## src/rtl/gpu_hazard_ctrl.sv

```systemverilog
// Hazard controller for the five-stage filter GPU pipeline: stalls, flushes, forward selects.
// Define HAZARD_FWD_EN for forwarding + load-use stalls; otherwise a scoreboard interlock is built.
module gpu_hazard_ctrl #(
  parameter int REG_AW  = 4,
  parameter int MEM_LAT = 2
) (
  input  logic              CLK,
  input  logic              RST,
  input  logic [REG_AW-1:0] RA1D,
  input  logic [REG_AW-1:0] RA2D,
  input  logic [REG_AW-1:0] WA3D,
  input  logic              RegWriteD,
  input  logic              ValidD,
  input  logic [REG_AW-1:0] RA1E,
  input  logic [REG_AW-1:0] RA2E,
  input  logic [REG_AW-1:0] WA3E,
  input  logic              MemtoRegE,
  input  logic [REG_AW-1:0] WA3M,
  input  logic              RegWriteM,
  input  logic              MemtoRegM,
  input  logic [REG_AW-1:0] WA3W,
  input  logic              RegWriteW,
  output logic              StallF,
  output logic              StallD,
  output logic              StallE,
  output logic              StallM,
  output logic              FlushE,
  output logic              FlushW,
  output logic [1:0]        ForwardAE,
  output logic [1:0]        ForwardBE
);

  localparam int CW = (MEM_LAT > 0) ? $clog2(MEM_LAT + 1) : 1;
  localparam bit HAS_LAT = (MEM_LAT > 0);
  localparam bit LAT_ONE = (MEM_LAT == 1);
  localparam logic [CW-1:0] LAT_M1 = CW'((MEM_LAT > 0) ? MEM_LAT - 1 : 0);
  localparam logic [CW-1:0] CNT_ONE = CW'(1);

  localparam logic [1:0] S_IDLE = 2'd0;
  localparam logic [1:0] S_WAIT = 2'd1;
  localparam logic [1:0] S_DONE = 2'd2;

  logic [1:0]    r_state;
  logic [1:0]    w_stateNext;
  logic [CW-1:0] r_cnt;
  logic [CW-1:0] w_cntNext;
  logic          w_memStall;
  logic          w_hazard;
  logic [1:0]    w_fwdA;
  logic [1:0]    w_fwdB;

  // The stall starts in the IDLE cycle the load shows up, so WAIT only covers the remaining MEM_LAT-1 cycles.
  assign w_memStall = (r_state == S_IDLE && MemtoRegM && HAS_LAT) || (r_state == S_WAIT);

  always_comb begin
    w_stateNext = r_state;
    w_cntNext   = r_cnt;
    case (r_state)
      S_IDLE: begin
        if (MemtoRegM && HAS_LAT) begin
          w_cntNext   = LAT_M1;
          w_stateNext = LAT_ONE ? S_DONE : S_WAIT;
        end
      end
      S_WAIT: begin
        w_cntNext = r_cnt - CNT_ONE;
        if (w_cntNext == '0) w_stateNext = S_DONE;
      end
      S_DONE:  w_stateNext = S_IDLE;
      default: w_stateNext = S_IDLE;
    endcase
  end

  always_ff @(posedge CLK) begin
    if (RST) begin
      r_state <= S_IDLE;
      r_cnt   <= '0;
    end else begin
      r_state <= w_stateNext;
      r_cnt   <= w_cntNext;
    end
  end

`ifdef HAZARD_FWD_EN
  logic w_unused;
  assign w_unused = ^{WA3D, RegWriteD, ValidD};

  always_comb begin
    w_fwdA = 2'b00;
    w_fwdB = 2'b00;
    if (RegWriteM && WA3M == RA1E)      w_fwdA = 2'b10;
    else if (RegWriteW && WA3W == RA1E) w_fwdA = 2'b01;
    if (RegWriteM && WA3M == RA2E)      w_fwdB = 2'b10;
    else if (RegWriteW && WA3W == RA2E) w_fwdB = 2'b01;
  end

  assign w_hazard = MemtoRegE && (WA3E == RA1D || WA3E == RA2D);
`else
  localparam int NREGS = 1 << REG_AW;

  logic             w_unused;
  logic [NREGS-1:0] r_pend;
  logic [NREGS-1:0] w_setMask;
  logic [NREGS-1:0] w_clrMask;
  logic             w_pendA;
  logic             w_pendB;

  assign w_unused = ^{RA1E, RA2E, WA3E, MemtoRegE, WA3M, RegWriteM};
  assign w_fwdA   = 2'b00;
  assign w_fwdB   = 2'b00;

  always_comb begin
    w_setMask = '0;
    w_clrMask = '0;
    if (ValidD && RegWriteD && !StallD && !FlushE) w_setMask[WA3D] = 1'b1;
    if (RegWriteW) w_clrMask[WA3W] = 1'b1;
  end

  // Set is applied after clear so a register re-issued in its own writeback cycle stays pending.
  always_ff @(posedge CLK) begin
    if (RST) r_pend <= '0;
    else     r_pend <= (r_pend & ~w_clrMask) | w_setMask;
  end

  assign w_pendA  = r_pend[RA1D] && !(RegWriteW && WA3W == RA1D);
  assign w_pendB  = r_pend[RA2D] && !(RegWriteW && WA3W == RA2D);
  assign w_hazard = w_pendA || w_pendB;
`endif

  // Reset outranks the memory stall, which outranks the dependency stall.
  always_comb begin
    StallF    = 1'b0;
    StallD    = 1'b0;
    StallE    = 1'b0;
    StallM    = 1'b0;
    FlushE    = 1'b0;
    FlushW    = 1'b0;
    ForwardAE = w_fwdA;
    ForwardBE = w_fwdB;
    if (RST) begin
      FlushE    = 1'b1;
      FlushW    = 1'b1;
      ForwardAE = 2'b00;
      ForwardBE = 2'b00;
    end else if (w_memStall) begin
      StallF = 1'b1;
      StallD = 1'b1;
      StallE = 1'b1;
      StallM = 1'b1;
      FlushW = 1'b1;
    end else if (w_hazard) begin
      StallF = 1'b1;
      StallD = 1'b1;
      FlushE = 1'b1;
    end
  end

endmodule
```

## config.mk

```make
export PLATFORM = sky130hd
export DESIGN_NAME = gpu_hazard_ctrl
export DESIGN_NICKNAME = d
export VERILOG_FILES = /design/src/rtl/gpu_hazard_ctrl.sv
export SDC_FILE = /design/constraint.sdc
export NUM_CORES = 1
export LEC_CHECK = 0
export ABC_AREA = 1
export BUFFER_PORTS_ARGS = -buffer_cell sky130_fd_sc_hd__buf_2
export CORE_MARGIN = 2
export CORE_UTILIZATION = 50
export DETAILED_ROUTE_END_ITERATION = 8
export GPL_ROUTABILITY_DRIVEN = 0
export PLACE_DENSITY = 0.84
export SYNTH_ARGS = -nofsm -noshare
export SYNTH_HDL_FRONTEND = slang
export SYNTH_SLANG_ARGS = --single-unit
export TNS_END_PERCENT = 10
```

## constraint.sdc

```tcl
create_clock -name CLK -period 2.1 [get_ports CLK]
set_input_delay 0.21 -clock CLK [delete_from_list [all_inputs] [get_ports CLK]]
set_output_delay 0.21 -clock CLK [all_outputs]
set_load 0.005 [all_outputs]
```

==> results of run 1 <==
[cell usage in the layout (no fill, tap or decap), types with 2 or more instances in the layout]
| master | count |
|---|---|
| nor2_2 | 2 |
| buf_2 | 27 |
| nand3_4 | 2 |
| o22ai_1 | 2 |
| nor2_1 | 26 |
| o21ai_0 | 20 |
| o21ai_1 | 3 |
| nand2_1 | 51 |
| nand3_2 | 4 |
| nand2_2 | 4 |
| inv_6 | 2 |
| inv_2 | 6 |
| nand4_1 | 16 |
| nand3_1 | 29 |
| a21oi_1 | 18 |
| conb_1 | 4 |
| inv_1 | 17 |
| clkbuf_4 | 3 |
| dfxtp_1 | 20 |
[routing by layer]
metal  share of wire  vias to the layer above
met3           0.057                        4
met2            0.47                       45
met1            0.47                      713
li1                -                      846
met4          0.0089                        0
met5               0                        -
[where the power goes]
group | switching [mW] | leakage, nW | internal [mW]
Combinational | 0.146 | 0.503 | 0.0741
Clock | 0.108 | 0.0210 | 0.106
Sequential | 0.00442 | 0.162 | 0.388
[final cells by class]
class                           count  share of cell area
Inverter                           25              0.0620
Tap cell                           44              0.0329
Multi-Input combinational cell    187               0.559
Clock buffer                        4              0.0217
Timing Repair Buffer               28              0.0851
Sequential cell                    20               0.239
[flip-flops by register name, summed over array words and instances (netlist names)]
register / flops
r_pend: 16
r_state: 2
r_cnt: 2
[critical path: stages (launching register included)]
cell and delay, ps:
dfxtp_1 370, nand2_1 60, nand3_1 80, nand3_1 100, nand3b_2 120, nand3_4 180, nand2_1 100, inv_1 50
o21ai_0 210, buf_2 160
[worst paths after layout]
kind              start  cells past startpoint         end  slack (ps)
max           r_pend[7]                      9      StallD         160
min           MemtoRegM                      3  r_state[0]         200
max reg2reg  r_state[1]                      8   r_pend[2]         590
min reg2reg    r_cnt[0]                      1    r_cnt[0]         470
[logic make-up (layout without fill, tap and decap cells)]
logic type,count (synthesis),after routing,share of synthesized area
DFF,20,20,0.255
xor gates and xnor gates,1,1,0.00558
and+or+nand+nor,135,135,0.419
AOI/OAI and AO/OA,46,46,0.155
other,1,4,0.00239
adders and majority gates,1,1,0.00797
buffers and inverters,38,57,0.155
[metrics by stage]
stage | std cells | hold WS [ps] | total power [mW] | cell area, µm² | util
global route | 308 | 205 | 0.875 | 1680 | 0.553
finish | 308 | 204 | 0.826 | 1680 | 0.553
detailed placement | 304 | 448 | 0.618 | 1640 | 0.541
global placement | 304 | 445 | 0.615 | 1640 | 0.541
floorplan | 245 | 394 | 0.575 | 1580 | -
CTS | 308 | 194 | 0.831 | 1680 | 0.553
==> flow_metrics.env, run 1 <==
export IMPL_outcome="finished clean"
export IMPL_synth_avg_cell_area_um2=6.49
export IMPL_period_minus_slack_ps=1940
export IMPL_async_flop_share=0
export IMPL_gr_usage_all_layers=0.215
export IMPL_drt_iter0_markers=103
export IMPL_setup_violations_final=0
export IMPL_dieWidth_um=60.0
export IMPL_netlist_instances=242
export IMPL_synth_top_area_frac=0.255
export IMPL_hp_class="input pin to register"
export IMPL_initial_core_util=0.519
export IMPL_yosysUniqueCellTypes=27
export IMPL_max_freq_mhz=516
export IMPL_grt_pass1_vias=1375
export IMPL_drtPass1Iterations=5
export IMPL_final_max_slew_violation_count=0
export IMPL_fin_nets=306
export IMPL_met2_usage=0.366
export IMPL_post_cts_resized=0
export IMPL_vias_per_cell=5.22
export IMPL_power_density_mw_per_mm2=493
export IMPL_syn_area_mm2=0.00157
export IMPL_crit_path_start_kind="register"
export IMPL_wl_per_cell_um=11.6
export IMPL_max_vdd_ir_drop_v=0.000358
export IMPL_ys_flop_type="dfxtp_1"
export IMPL_clkLatencyLatePin_ps=300
export IMPL_seq_area_um2=400
export IMPL_grt_busiest_layer="met2"
export IMPL_rsz0062_at_grt="no"
export IMPL_drc=0
export IMPL_grt_pass1_wl_mm=5.89
export IMPL_path_max_fanout=17
export IMPL_cts_sinks=20
export IMPL_fin_crit_sh=0.922
export IMPL_ctsHoldBuffers=0
export IMPL_yosysMostFrequentCell="nand2_1"
export IMPL_worst_slew_pin_slew_ps=512
export IMPL_hpwl_mm=2.92
export IMPL_cts_buffers=3
export IMPL_cts_tree="built"
export IMPL_io_buffers=27
export IMPL_ys_ff_latch=20
export IMPL_clkTransAtPathRegs_ps=110
export IMPL_p_leak_nw=0.686
export IMPL_critPathRequiredTime_ps=1890
export IMPL_yosys_warnings=0
export IMPL_ys_top_cells_by_count="nand2_1 (51), nand3_1 (29), nor2_1 (26)"
export IMPL_met3_usage=0.0260
export IMPL_n_antenna_cell=0
export IMPL_finalHoldViolations=0
export IMPL_antenna_found_initial=0
export IMPL_clk_path_buf_depth=2
export IMPL_post_cts_buffers=0
export IMPL_synth_area_leaders="dfxtp_1 (25%), nand2_1 (12%), nand3_1 (9.2%)"
export IMPL_fp_dieArea_mm2=0.00360
export IMPL_slew_headroom=0.658
export IMPL_grtUsageMet1=0.279
export IMPL_multi_input_area_um2=937
export IMPL_cts_max_level=1
export IMPL_synth_edf_count=0
export IMPL_routed_wl_mm=3.58
export IMPL_yosys_area_top_type="dfxtp_1"
export IMPL_ioPinCount=50
export IMPL_yosysSeqAreaShare=0.255
export IMPL_grt_overflow=0
export IMPL_cts_root_buf="clkbuf_4"
export IMPL_area_growth_synth_to_final_pct=6.69
export IMPL_grt_max_degree=20
export IMPL_fp_dieH_um=60.0
export IMPL_cp_arrival_ps=1730
export IMPL_num_fill_cells=327
export IMPL_drive_above_1_share=0.208
export IMPL_fin_ws_ps=163
export IMPL_end_kind="primary output"
export IMPL_fin_tns_setup_ps=0
export IMPL_antenna_left=0
export IMPL_fin_skew_ps=7.05
export IMPL_fp_coreArea_mm2=0.00303
export IMPL_num_vias=1608
export IMPL_placementRows=20
export IMPL_pre_cts_ws_ps=396
export IMPL_critPathKind="register to primary output"
export IMPL_maxCapViolCount=0
(Power assumes the default switching activity.)
==> inputs of run 2 (changes only) <==
--- a/config.mk
+++ b/config.mk
@@ -8,10 +8,10 @@
 export ABC_AREA = 1
 export BUFFER_PORTS_ARGS = -buffer_cell sky130_fd_sc_hd__buf_2
 export CORE_MARGIN = 2
-export CORE_UTILIZATION = 50
+export CORE_UTILIZATION = 55
 export DETAILED_ROUTE_END_ITERATION = 8
 export GPL_ROUTABILITY_DRIVEN = 0
-export PLACE_DENSITY = 0.84
+export PLACE_DENSITY = 0.9
 export SYNTH_ARGS = -nofsm -noshare
 export SYNTH_HDL_FRONTEND = slang
 export SYNTH_SLANG_ARGS = --single-unit
==> flow_metrics.env, run 2 (same netlist as run 1, synthesis figures left out) <==
export IMPL_hold_slack_ps=211
export IMPL_critPathKind="register to primary output"
export IMPL_fin_crit_sh=0.913
export IMPL_final_core_util=0.607
export IMPL_wl_per_cell_um=12.2
export IMPL_post_cts_resized=0
export IMPL_clkLatencyLatePin_ps=300
export IMPL_finalHoldViolations=0
export IMPL_r2r_cells=9
export IMPL_max_freq_mhz=521
export IMPL_dr_wl_met3_um=337
export IMPL_crit_family="simple AND/OR/NAND/NOR gates"
export IMPL_cts_tree="built"
export IMPL_hp_class="input pin to register"
export IMPL_critPathRequiredTime_ps=1890
export IMPL_path_max_fanout=17
export IMPL_fin_cells=295
export IMPL_ioPinCount=50
export IMPL_drt_met1_wl_mm=1.56
export IMPL_reg2reg_to="r_pend[9]"
export IMPL_area_growth_synth_to_final_pct=5.66
export IMPL_cts_max_level=1
export IMPL_seq_area_um2=400
export IMPL_antenna_found_initial=0
export IMPL_p_int_uw=568
export IMPL_grt_pass1_vias=1393
export IMPL_power_uw=829
export IMPL_cp_depth=9
export IMPL_placed_cells=291
export IMPL_clk_path_buf_depth=2
export IMPL_end_kind="primary output"
export IMPL_routed_wl_mm=3.61
export IMPL_worstReg2RegStart="r_state[0]"
export IMPL_fp_dieH_um=57.4
export IMPL_drtPass1Iterations=4
export IMPL_dr_wl_met2_mm=1.65
export IMPL_num_vias=1630
export IMPL_drive_above_1_share=0.208
export IMPL_initial_core_util=0.574
export IMPL_clkTransAtPathRegs_ps=100
export IMPL_rsz0062_at_grt="no"
export IMPL_multi_input_area_um2=937
export IMPL_worstHoldStart="MemtoRegM"
export IMPL_hpwl_mm=2.91
export IMPL_final_max_slew_violation_count=0
export IMPL_cp_arrival_ps=1710
export IMPL_power_density_mw_per_mm2=500
export IMPL_swShare=0.315
export IMPL_cpPeakStageDelay_ps=380
export IMPL_fin_skew_ps=5.71
export IMPL_io_buffers=27
export IMPL_slew_headroom=0.647
export IMPL_crit_path_start_kind="register"
export IMPL_fin_ws_ps=182
export IMPL_cts_buffers=3
export IMPL_clockPowerShare=0.261
export IMPL_placed_area_mm2=0.00162
export IMPL_vias_per_cell=5.53
export IMPL_regMostFlops="r_pend"
export IMPL_fin_tns_setup_ps=0
export IMPL_mostFrequentLayoutCells="nand2_1 (51), nand3_1 (29), buf_2 (27), nor2_1 (26)"
export IMPL_final_common_cell="nand2_1"
export IMPL_maxCapViolCount=0
export IMPL_period_minus_slack_ps=1920
export IMPL_placementRows=19
export IMPL_fin_nets=306
export IMPL_seqPwrFrac=0.473
export IMPL_slowest_stage="dfxtp_1"
export IMPL_ctsHoldBuffers=0
export IMPL_reg_top3="r_pend x16, r_cnt x2, r_state x2"
export IMPL_path_cells="nand2_1 -> nand3_1 -> nand3_1 -> nand3_2 -> nand3_4 -> nand2_1 -> inv_1 -> o21ai_0 -> buf_2"
export IMPL_largest_register_ffs=16
export IMPL_worst_slew_pin_slew_ps=529
export IMPL_grt_max_degree=20
export IMPL_power_switching_uw=261
export IMPL_fp_dieArea_mm2=0.00330
export IMPL_crit_buf_inv=2
export IMPL_dieWidth_um=57.4
export IMPL_drc=0
export IMPL_holdPathStages=3
export IMPL_r2r_slack_ps=560
export IMPL_stdcell_area_mm2=0.00166
export IMPL_post_cts_buffers=0
export IMPL_pwr_share_comb=0.267
export IMPL_grt_overflow=0
export IMPL_num_fill_cells=260
export IMPL_hold_end="r_state[0]"
export IMPL_cts_sinks=20
export IMPL_setup_violations_final=0
export IMPL_pre_cts_ws_ps=407
export IMPL_fp_coreArea_mm2=0.00273
export IMPL_n_antenna_cell=0
export IMPL_cts_root_buf="clkbuf_4"
export IMPL_antenna_left=0
export IMPL_top_layer="met4"
export IMPL_grt_pass1_wl_mm=5.82
export IMPL_p_leak_nw=0.686
export IMPL_outcome="finished clean"
export IMPL_gr_usage_all_layers=0.227
export IMPL_max_vdd_ir_drop_v=0.000428
export IMPL_drt_iter0_markers=81
[run 2: metal layers]
layer  vias up  track usage
li1        847            -
met1       699        0.287
met2        77        0.386
met3         7       0.0272
met4         0       0.0997
met5         -            0
[run 2: how the worst max path moves through the flow]
stage | to | startpoint | slack [ps]
5_1_grt | StallF | r_pend[15] | 40
3_5_place_dp | StallD | RA2D[0] | 410
4_1_cts | StallD | r_pend[5] | 200
6_report | StallD | r_pend[15] | 180
3_3_place_gp | StallF | RA2D[0] | 440
2_1_floorplan | StallF | RA1D[0] | 570
[run 2: worst min-delay path: cells and delay by family]
kind | cells | cell delay, ps
buffers and inverters | 1 | 90
AND/OR/NAND/NOR | 1 | 90
AO/OA/AOI/OAI | 1 | 80
[run 2: power groups by stage]
| stage | registers (mW) | clock network (mW) | logic, mW |
|---|---|---|---|
| 2_1_floorplan | 0.400 | 0 | 0.174 |
| 3_3_place_gp | 0.401 | 0 | 0.213 |
| 3_5_place_dp | 0.401 | 0 | 0.218 |
| 4_1_cts | 0.392 | 0.217 | 0.220 |
| 5_1_grt | 0.394 | 0.238 | 0.248 |
| 6_report | 0.392 | 0.216 | 0.221 |
[run 2: area by class of cell]
class,count,share of cell area
Tap cell,31,0.0234
Multi-Input combinational cell,187,0.565
Timing Repair Buffer,28,0.0860
Inverter,25,0.0626
Sequential cell,20,0.241
Clock buffer,4,0.0219
==> inputs of run 3 (changes only) <==
--- a/config.mk
+++ b/config.mk
@@ -7,10 +7,11 @@
 export LEC_CHECK = 0
 export ABC_AREA = 1
 export BUFFER_PORTS_ARGS = -buffer_cell sky130_fd_sc_hd__buf_2
-export CORE_MARGIN = 2
+export CORE_MARGIN = 5
 export CORE_UTILIZATION = 55
 export DETAILED_ROUTE_END_ITERATION = 8
 export GPL_ROUTABILITY_DRIVEN = 0
+export GPL_TIMING_DRIVEN = 0
 export PLACE_DENSITY = 0.9
 export SYNTH_ARGS = -nofsm -noshare
 export SYNTH_HDL_FRONTEND = slang
==> flow_metrics.env, run 3 (same netlist as run 1, synthesis figures left out) <==
export IMPL_outcome="finished clean"
export IMPL_reg2reg_to="r_pend[10]"
export IMPL_reg_top3="r_pend x16, r_cnt x2, r_state x2"
export IMPL_rsz0062_at_grt="no"
export IMPL_fp_dieArea_mm2=0.00402
export IMPL_drc=0
export IMPL_mostFrequentLayoutCells="nand2_1 (51), nand3_1 (29), nor2_1 (25), buf_2 (24), dfxtp_1 (20)"
export IMPL_power_density_mw_per_mm2=533
export IMPL_fin_tns_setup_ps=0
export IMPL_initial_core_util=0.569
export IMPL_clkLatencyLatePin_ps=310
export IMPL_cts_sinks=20
export IMPL_wl_per_cell_um=12.5
export IMPL_r2r_cells=9
export IMPL_cpPeakStageDelay_ps=400
export IMPL_fp_dieH_um=63.4
export IMPL_max_vdd_ir_drop_v=0.000541
export IMPL_cts_root_buf="clkbuf_4"
export IMPL_period_minus_slack_ps=1910
export IMPL_finalHoldViolations=0
export IMPL_drive_above_1_share=0.238
export IMPL_grt_pass1_vias=1588
export IMPL_largest_register_ffs=16
export IMPL_grt_pass1_wl_mm=6.86
export IMPL_end_kind="primary output"
export IMPL_antenna_found_initial=0
export IMPL_placed_cells=300
export IMPL_ctsHoldBuffers=0
export IMPL_pre_cts_ws_ps=394
export IMPL_grt_max_degree=13
export IMPL_critPathKind="register to primary output"
export IMPL_fin_cells=304
export IMPL_final_core_util=0.651
export IMPL_hpwl_mm=3.13
export IMPL_final_common_cell="nand2_1"
export IMPL_post_cts_resized=0
export IMPL_fin_crit_sh=0.912
export IMPL_p_leak_nw=0.757
export IMPL_fin_nets=315
export IMPL_setup_violations_final=0
export IMPL_grt_overflow=0
export IMPL_hold_end="r_pend[0]"
export IMPL_fp_coreArea_mm2=0.00276
export IMPL_maxCapViolCount=0
export IMPL_worstReg2RegStart="r_state[1]"
export IMPL_vias_per_cell=5.48
export IMPL_drtPass1Iterations=4
export IMPL_path_cells="nand2_1 -> nand3_1 -> nand3_1 -> nand3_2 -> nand3_4 -> nand2_1 -> inv_1 -> o21ai_1 -> buf_4 -> buf_2"
export IMPL_clkTransAtPathRegs_ps=120
export IMPL_worstHoldStart="RST"
export IMPL_regMostFlops="r_pend"
export IMPL_cts_tree="built"
export IMPL_critPathRequiredTime_ps=1890
export IMPL_area_growth_synth_to_final_pct=14.3
export IMPL_hp_class="input pin to register"
export IMPL_placementRows=19
export IMPL_cts_max_level=1
export IMPL_cp_arrival_ps=1700
export IMPL_holdPathStages=2
export IMPL_drt_iter0_markers=197
export IMPL_post_cts_buffers=0
export IMPL_antenna_left=0
export IMPL_final_max_slew_violation_count=0
export IMPL_gr_usage_all_layers=0.201
export IMPL_max_freq_mhz=522
export IMPL_dieWidth_um=63.4
export IMPL_r2r_slack_ps=590
export IMPL_path_max_fanout=8
export IMPL_startpoint="r_pend[6]"
export IMPL_cts_buffers=3
export IMPL_num_vias=1665
export IMPL_routed_wl_mm=3.82
export IMPL_n_antenna_cell=0
export IMPL_num_fill_cells=261
export IMPL_crit_path_start_kind="register"
export IMPL_io_buffers=24
export IMPL_fin_skew_ps=19.5
export IMPL_slowest_stage="dfxtp_1"
export IMPL_ioPinCount=50
export IMPL_clk_path_buf_depth=2
export IMPL_fin_ws_ps=186
[run 3: critical path: cells and delay by family, from the launching register on]
family / cells / cell delay (ps)
AO/OA/AOI/OAI: 1 / 160
flip-flops: 1 / 400
AND/OR/NAND/NOR: 6 / 560
buffers and inverters: 3 / 280
[run 3: how the worst max path moves through the flow]
| stage | to | slack [ps] | cells past startpoint |
|---|---|---|---|
| 4_1_cts | StallF | 170 | 10 |
| 3_3_place_gp | StallF | 400 | 11 |
| 2_1_floorplan | StallF | 570 | 11 |
| 5_1_grt | StallF | 50 | 10 |
| 6_report | StallF | 190 | 10 |
| 3_5_place_dp | StallF | 390 | 11 |
[run 3: cell type report]
| class | instances | area [µm²] | share of cell area |
|---|---|---|---|
| multi-input combinational | 187 | 940 | 0.523 |
| tap | 31 | 38.8 | 0.0216 |
| clock buffer | 3 | 22.5 | 0.0125 |
| inverter | 25 | 104 | 0.0578 |
| clock inverter | 1 | 30.0 | 0.0167 |
| buffer | 13 | 140 | 0.0780 |
| sequential | 20 | 400 | 0.223 |
| timing repair buffer | 24 | 120 | 0.0669 |
[run 3: metal layers]
metal  GRT usage  vias to the layer above  wire (µm)  share of wire
met5           0                        -          0              0
met4      0.0753                        0         61          0.016
met3      0.0320                        9        329          0.086
met2       0.324                       77       1770           0.46
met1       0.267                      711       1650           0.43
li1            -                      868          -              -
[run 3: per-stage QoR]
step                hold slack, ps  total power [mW]  instance area [µm²]
finish                         117             0.957                 1800
global route                   101              1.01                 1800
CTS                            114             0.954                 1790
detailed placement             447             0.650                 1740
global placement               445             0.645                 1740
floorplan                      394             0.575                 1580
[run 3: report_power, final]
part	switching, mW	internal [mW]
clock	0.117	0.193
sequential	0.00430	0.388
combinational	0.154	0.101
